===== src/rtl/clock_button_ctrl.sv =====
// Single-button UI controller for the digital clock.
// The raw button is synchronized and debounced, each press is classified as
// short or long, and the press events drive mode/select/increment/clear.
module clock_button_ctrl #(
    parameter int DEBOUNCE_CYCLES = 2_000_000,
    parameter int LONG_CYCLES     = 100_000_000,
    parameter int TIMEOUT_CYCLES  = 1_000_000_000
) (
    input  logic       clk,
    input  logic       reset,
    input  logic       btn,
    output logic [1:0] mode,
    output logic [1:0] select,
    output logic       editing,
    output logic       increment,
    output logic       clear,
    output logic       btn_db
);

    // state | meaning
    // RUN   | clock running; short press cycles mode, long press edits or clears
    // EDIT  | field edit; short press increments, long press advances select
    typedef enum logic {
        S_RUN  = 1'b0,
        S_EDIT = 1'b1
    } state_t;

    localparam int DB_W   = $clog2(DEBOUNCE_CYCLES + 1);
    localparam int HOLD_W = $clog2(LONG_CYCLES + 1);
    localparam int TO_W   = $clog2(TIMEOUT_CYCLES + 1);

    // The level flips on the edge where the count of mismatching cycles
    // reaches DEBOUNCE_CYCLES, so compare against one less than that.
    localparam logic [DB_W-1:0]   DB_LAST  = DB_W'(DEBOUNCE_CYCLES - 1);
    localparam logic [HOLD_W-1:0] HOLD_MAX = HOLD_W'(LONG_CYCLES);
    localparam logic [TO_W-1:0]   TO_MAX   = TO_W'(TIMEOUT_CYCLES);

    state_t            state;
    logic              btn_meta;
    logic              btn_sync;
    logic [DB_W-1:0]   db_cnt;
    logic              db_toggle;
    logic              btn_db_next;
    logic              btn_db_q;
    logic [HOLD_W-1:0] hold_cnt;
    logic              long_fired;
    logic              long_ev;
    logic              short_ev;
    logic [TO_W-1:0]   to_cnt;
    logic              timeout_ev;

    assign db_toggle   = (btn_sync != btn_db) && (db_cnt == DB_LAST);
    assign btn_db_next = btn_db ^ db_toggle;

    // Long fires once per press; short only on release of a press that never went long.
    assign long_ev    = (hold_cnt == HOLD_MAX) && !long_fired;
    assign short_ev   = btn_db_q && !btn_db && !long_fired;
    assign timeout_ev = (state == S_EDIT) && (to_cnt == TO_MAX);

    // Two-flop synchronizer for the asynchronous button.
    always_ff @(posedge clk or posedge reset) begin
        if (reset) begin
            btn_meta <= 1'b0;
            btn_sync <= 1'b0;
        end else begin
            btn_meta <= btn;
            btn_sync <= btn_meta;
        end
    end

    // Debounce: count consecutive cycles the synchronized input disagrees with btn_db.
    always_ff @(posedge clk or posedge reset) begin
        if (reset) begin
            db_cnt   <= '0;
            btn_db   <= 1'b0;
            btn_db_q <= 1'b0;
        end else begin
            if ((btn_sync == btn_db) || db_toggle)
                db_cnt <= '0;
            else
                db_cnt <= db_cnt + 1'b1;
            btn_db   <= btn_db_next;
            btn_db_q <= btn_db;
        end
    end

    // Hold length of the current press; loads 1 together with the rising btn_db.
    always_ff @(posedge clk or posedge reset) begin
        if (reset) begin
            hold_cnt   <= '0;
            long_fired <= 1'b0;
        end else begin
            if (!btn_db_next)
                hold_cnt <= '0;
            else if (hold_cnt != HOLD_MAX)
                hold_cnt <= hold_cnt + 1'b1;

            // Kept through the release cycle so the short event can be suppressed.
            if (long_ev)
                long_fired <= 1'b1;
            else if (!btn_db)
                long_fired <= 1'b0;
        end
    end

    // Edit inactivity timer: runs only while released in EDIT, restarts on every btn_db edge.
    always_ff @(posedge clk or posedge reset) begin
        if (reset) begin
            to_cnt <= '0;
        end else if ((state != S_EDIT) || db_toggle || long_ev) begin
            to_cnt <= '0;
        end else if (!btn_db && (to_cnt != TO_MAX)) begin
            to_cnt <= to_cnt + 1'b1;
        end
    end

    // Control FSM with registered outputs; press events take priority over timeout.
    always_ff @(posedge clk or posedge reset) begin
        if (reset) begin
            state     <= S_RUN;
            mode      <= 2'd0;
            select    <= 2'd0;
            editing   <= 1'b0;
            increment <= 1'b0;
            clear     <= 1'b0;
        end else begin
            increment <= 1'b0;
            clear     <= 1'b0;
            case (state)
                S_RUN: begin
                    if (short_ev) begin
                        mode <= (mode == 2'd2) ? 2'd0 : mode + 2'd1;
                    end else if (long_ev) begin
                        if (mode == 2'd2) begin
                            clear <= 1'b1;
                        end else begin
                            state   <= S_EDIT;
                            editing <= 1'b1;
                            select  <= 2'd0;
                        end
                    end
                end
                S_EDIT: begin
                    if (short_ev) begin
                        increment <= 1'b1;
                    end else if (long_ev) begin
                        if (select == 2'd2) begin
                            state   <= S_RUN;
                            editing <= 1'b0;
                            select  <= 2'd0;
                        end else begin
                            select <= select + 2'd1;
                        end
                    end else if (timeout_ev) begin
                        state   <= S_RUN;
                        editing <= 1'b0;
                        select  <= 2'd0;
                    end
                end
                default: begin
                    state   <= S_RUN;
                    editing <= 1'b0;
                end
            endcase
        end
    end

endmodule


===== config.mk =====
export PLATFORM = sky130hd
export DESIGN_NAME = clock_button_ctrl
export DESIGN_NICKNAME = d
export VERILOG_FILES = /design/src/rtl/clock_button_ctrl.sv
export SDC_FILE = /design/constraint.sdc
export NUM_CORES = 1
export LEC_CHECK = 0
export CORE_MARGIN = 4
export CORE_UTILIZATION = 60
export DETAILED_ROUTE_END_ITERATION = 10
export PLACE_DENSITY = 0.79
export SYNTH_ARGS = -nofsm -noshare
export SYNTH_HDL_FRONTEND = slang
export SYNTH_SLANG_ARGS = --single-unit

===== constraint.sdc =====
create_clock -name clk -period 3.63 [get_ports clk]
set_input_delay 0.5445 -clock clk [delete_from_list [all_inputs] [get_ports clk]]
set_output_delay 0.5445 -clock clk [all_outputs]
set_load 0.05 [all_outputs]

==> results.txt <==
full die area - 0.00912 mm2
min setup slack post-route - 1.14 ns
post-layout minimum cycle time - 2.49 ns
Worst Clk Skew - 0.00761 ns
count of H-tree levels built during CTS - 3
FF+latch count, synth - 91
post-synthesis cell count - 476
buffer levels on the longest clock path - 2
combinational family with the most area after synthesis - simple AND/OR/NAND/NOR gates
CTS tree - built
portion of the post-synthesis area used by sequential elements - 49.6%
summed instance area of the synthesized netlist - 0.00459 mm2
Arrival @ worst endpoint - 2.73 ns
primary flip-flop cell chosen by synthesis mapping - sky130_fd_sc_hd__dfrtp_1
clock latency on the worst-skew pair - 0.36 ns
number of CTS-inserted buffers - 9
critical path type - register to register
Hold Path Class - register to register
Root Driver - sky130_fd_sc_hd__clkbuf_8
first-pass GRT wire length - 15,000 um
Port-buffer cells - 10
maximum vdd ir drop - 0.000217 V
worst slew slack as a fraction of its limit - 35.7%
endpoint of the worst setup timing path - to_cnt[26]
count of warnings emitted by yosys - 0
outcome - completed
actual slew at the worst max-slew pin - 0.956 ns
kind of end point of the critical path - register
pwr/cell area - 351 mW/mm2
number of cells upsized or downsized after cts - 0
total number of placement rows - 31
average wire length per cell after detail routing - 14.5 um
highest-count cells in the layout ignoring fill and taps - sky130_fd_sc_hd__nor2_1, sky130_fd_sc_hd__dfrtp_1, sky130_fd_sc_hd__xor2_1
core area - 0.00733 mm2
most common library cell in the layout ignoring fill and taps - sky130_fd_sc_hd__nor2_1
Starting Density - 62.6%
aggregate negative setup slack - 0 ns
number of antenna violations at the first check in global routing - 0
most area-consuming cells after synthesis - sky130_fd_sc_hd__dfrtp_1, sky130_fd_sc_hd__nor2_1, sky130_fd_sc_hd__xor2_1
half-perimeter wire length of the detailed placement result - 5840 um
end of the worst register-to-register path - to_cnt[26]
share of final-layout standard cells stronger than drive strength 1 - 7.71%
total count of hold-check failures in the final report - 0
Post-Synthesis Net Count - 484
synthesized area divided by synthesized cell count - 9.65 um2
total I/O pin count - 11
maximum number of pins on one net before global-route repair - 53
share of the synthesized netlist area taken by xor and xnor gates - 14.1%
GPL Wtd Cong - 0.788
share of the clock period used by the worst path after layout - 68.7%
r2r setup slk - 1.14 ns
multiplexer area fraction after synthesis - 1.25%
grt total ovfl - 0
r2r worst-path depth - 8
violation count after the first detailed-route iteration - 150
leak pwr - 1.93 nW
source of the worst register-to-register timing path - hold_cnt[1]
Max Cap Violations - 0
share of the synthesized area in compound gates (AO/OA/AOI/OAI) - 2.59%
Yosys top cell by area - sky130_fd_sc_hd__dfrtp_1
antenna diode count - 0
max-slew violation count - 0
Net count, final - 496
vias in the first global route - 3,204
number of clock sinks - 91
routed wire length - 8610 um
cts-stage hold buffer count - 0
adder-cell area share of the yosys netlist - 1.36%
required time of the critical path - 3.86 ns
via density per instance - 5.61
iteration count of the initial detailed-routing pass - 4
Layout Area Growth over Synthesis - 9.02%
number of enable-type register cells in the synthesized netlist - 0
RSZ-0062 raised after global routing - false
count of buffers added by post-CTS timing repair for setup - 0
Critical Path Fanout Max - 30
async set-reset flop share out of synthesis - 100%
number of library cell types mapped by synthesis - 49
simple logic cell fraction of the synthesized area - 28.5%
GRT Overall Usage - 21.0%
number of setup violations in the final report - 0
die boundary width - 95.5 um
Die Height - 95.5 um
Crit. Startpoint - hold_cnt[1]
Synth top area share - 49.6%
maximum operating frequency - 401 MHz
setup slack after placement - 1.16 ns
startpoint type of the worst setup path - register
post-route ant nets - 0
DRC violation count after routing - 0
clock slew seen by the registers of the worst setup and hold paths - 0.08 ns
total via count in the routed design - 3,322
==> metrics by stage <==
stage	power, mW	hold WS, ns	utilization (%)	instances	instance area [um2]
after detailed placement	1.08	0.349	65.4	576	4790
after global routing	1.83	0.370	68.3	592	5010
after CTS	1.79	0.368	68.3	592	5010
after floorplan	1.06	0.331	-	476	4590
after global placement	1.08	0.347	65.4	576	4790
final	1.76	0.367	68.3	592	5010
==> worst min path at each step <==
stage,start,end,cells past startpoint,slack (ns)
2_1_floorplan,btn_meta,btn_sync,0,0.33
3_3_place_gp,btn_meta,btn_sync,0,0.35
3_5_place_dp,btn_meta,btn_sync,0,0.35
4_1_cts,btn_meta,btn_sync,0,0.37
5_1_grt,btn_meta,btn_sync,0,0.37
6_report,btn_meta,btn_sync,0,0.37
==> state kept, by name, indices dropped and copies added (netlist names), 2 cells and up <==
| signal | cells |
|---|---|
| db_cnt | 21 |
| hold_cnt | 27 |
| mode | 2 |
| select | 2 |
| to_cnt | 30 |
==> power by group <==
part           internal, mW  leakage, nW  switching, mW
sequential             1.02         1.26        0.00423
clock                 0.372        0.108          0.331
combinational       0.00790        0.559         0.0268
==> cell type report <==
type	count	area, um2
fillers	532	2320
flip-flops and latches	91	2280
multi-input cells	357	2200
clock buffers	12	165
repair buffers	13	135
well taps	99	124
inverters	16	61.3
clock inverters	4	47.5
==> logic make-up (layout without fill, tap and decap cells) <==
family	count (synthesis)	count (layout)
AOI/OAI and AO/OA	17	17
muxes	4	4
and+or+nand+nor	257	257
DFF	91	91
xor gates and xnor gates	74	74
buffers and inverters	28	45
adders and majority gates	5	5
==> per-layer routing <==
metal	global-route usage [%]	wire length, um
met4	4.62	57
met2	33.6	3990
met5	0	0
met3	5.05	312
met1	29.4	4250
==> cell usage after synthesis, types with 5 or more instances <==
cell / count
sky130_fd_sc_hd__dfrtp_1: 91
sky130_fd_sc_hd__nand3_1: 33
sky130_fd_sc_hd__nor4_1: 13
sky130_fd_sc_hd__buf_2: 5
sky130_fd_sc_hd__nor2_1: 99
sky130_fd_sc_hd__nor3_1: 14
sky130_fd_sc_hd__nand2_1: 34
sky130_fd_sc_hd__inv_1: 16
sky130_fd_sc_hd__and3_1: 6
sky130_fd_sc_hd__nand4_1: 21
sky130_fd_sc_hd__clkbuf_1: 6
sky130_fd_sc_hd__xor2_1: 40
sky130_fd_sc_hd__ha_1: 5
sky130_fd_sc_hd__xnor2_1: 34
==> critical path: stages (launching register included) <==
cell	delay (ns)
sky130_fd_sc_hd__dfrtp_1	0.45
sky130_fd_sc_hd__inv_1	0.10
sky130_fd_sc_hd__ha_1	0.14
sky130_fd_sc_hd__nor4bb_1	0.29
sky130_fd_sc_hd__nand4_1	0.28
sky130_fd_sc_hd__or2_0	0.46
sky130_fd_sc_hd__o221ai_2	0.23
sky130_fd_sc_hd__buf_4	0.33
sky130_fd_sc_hd__nor2_1	0.09
Power figures use the tool's default switching activity.
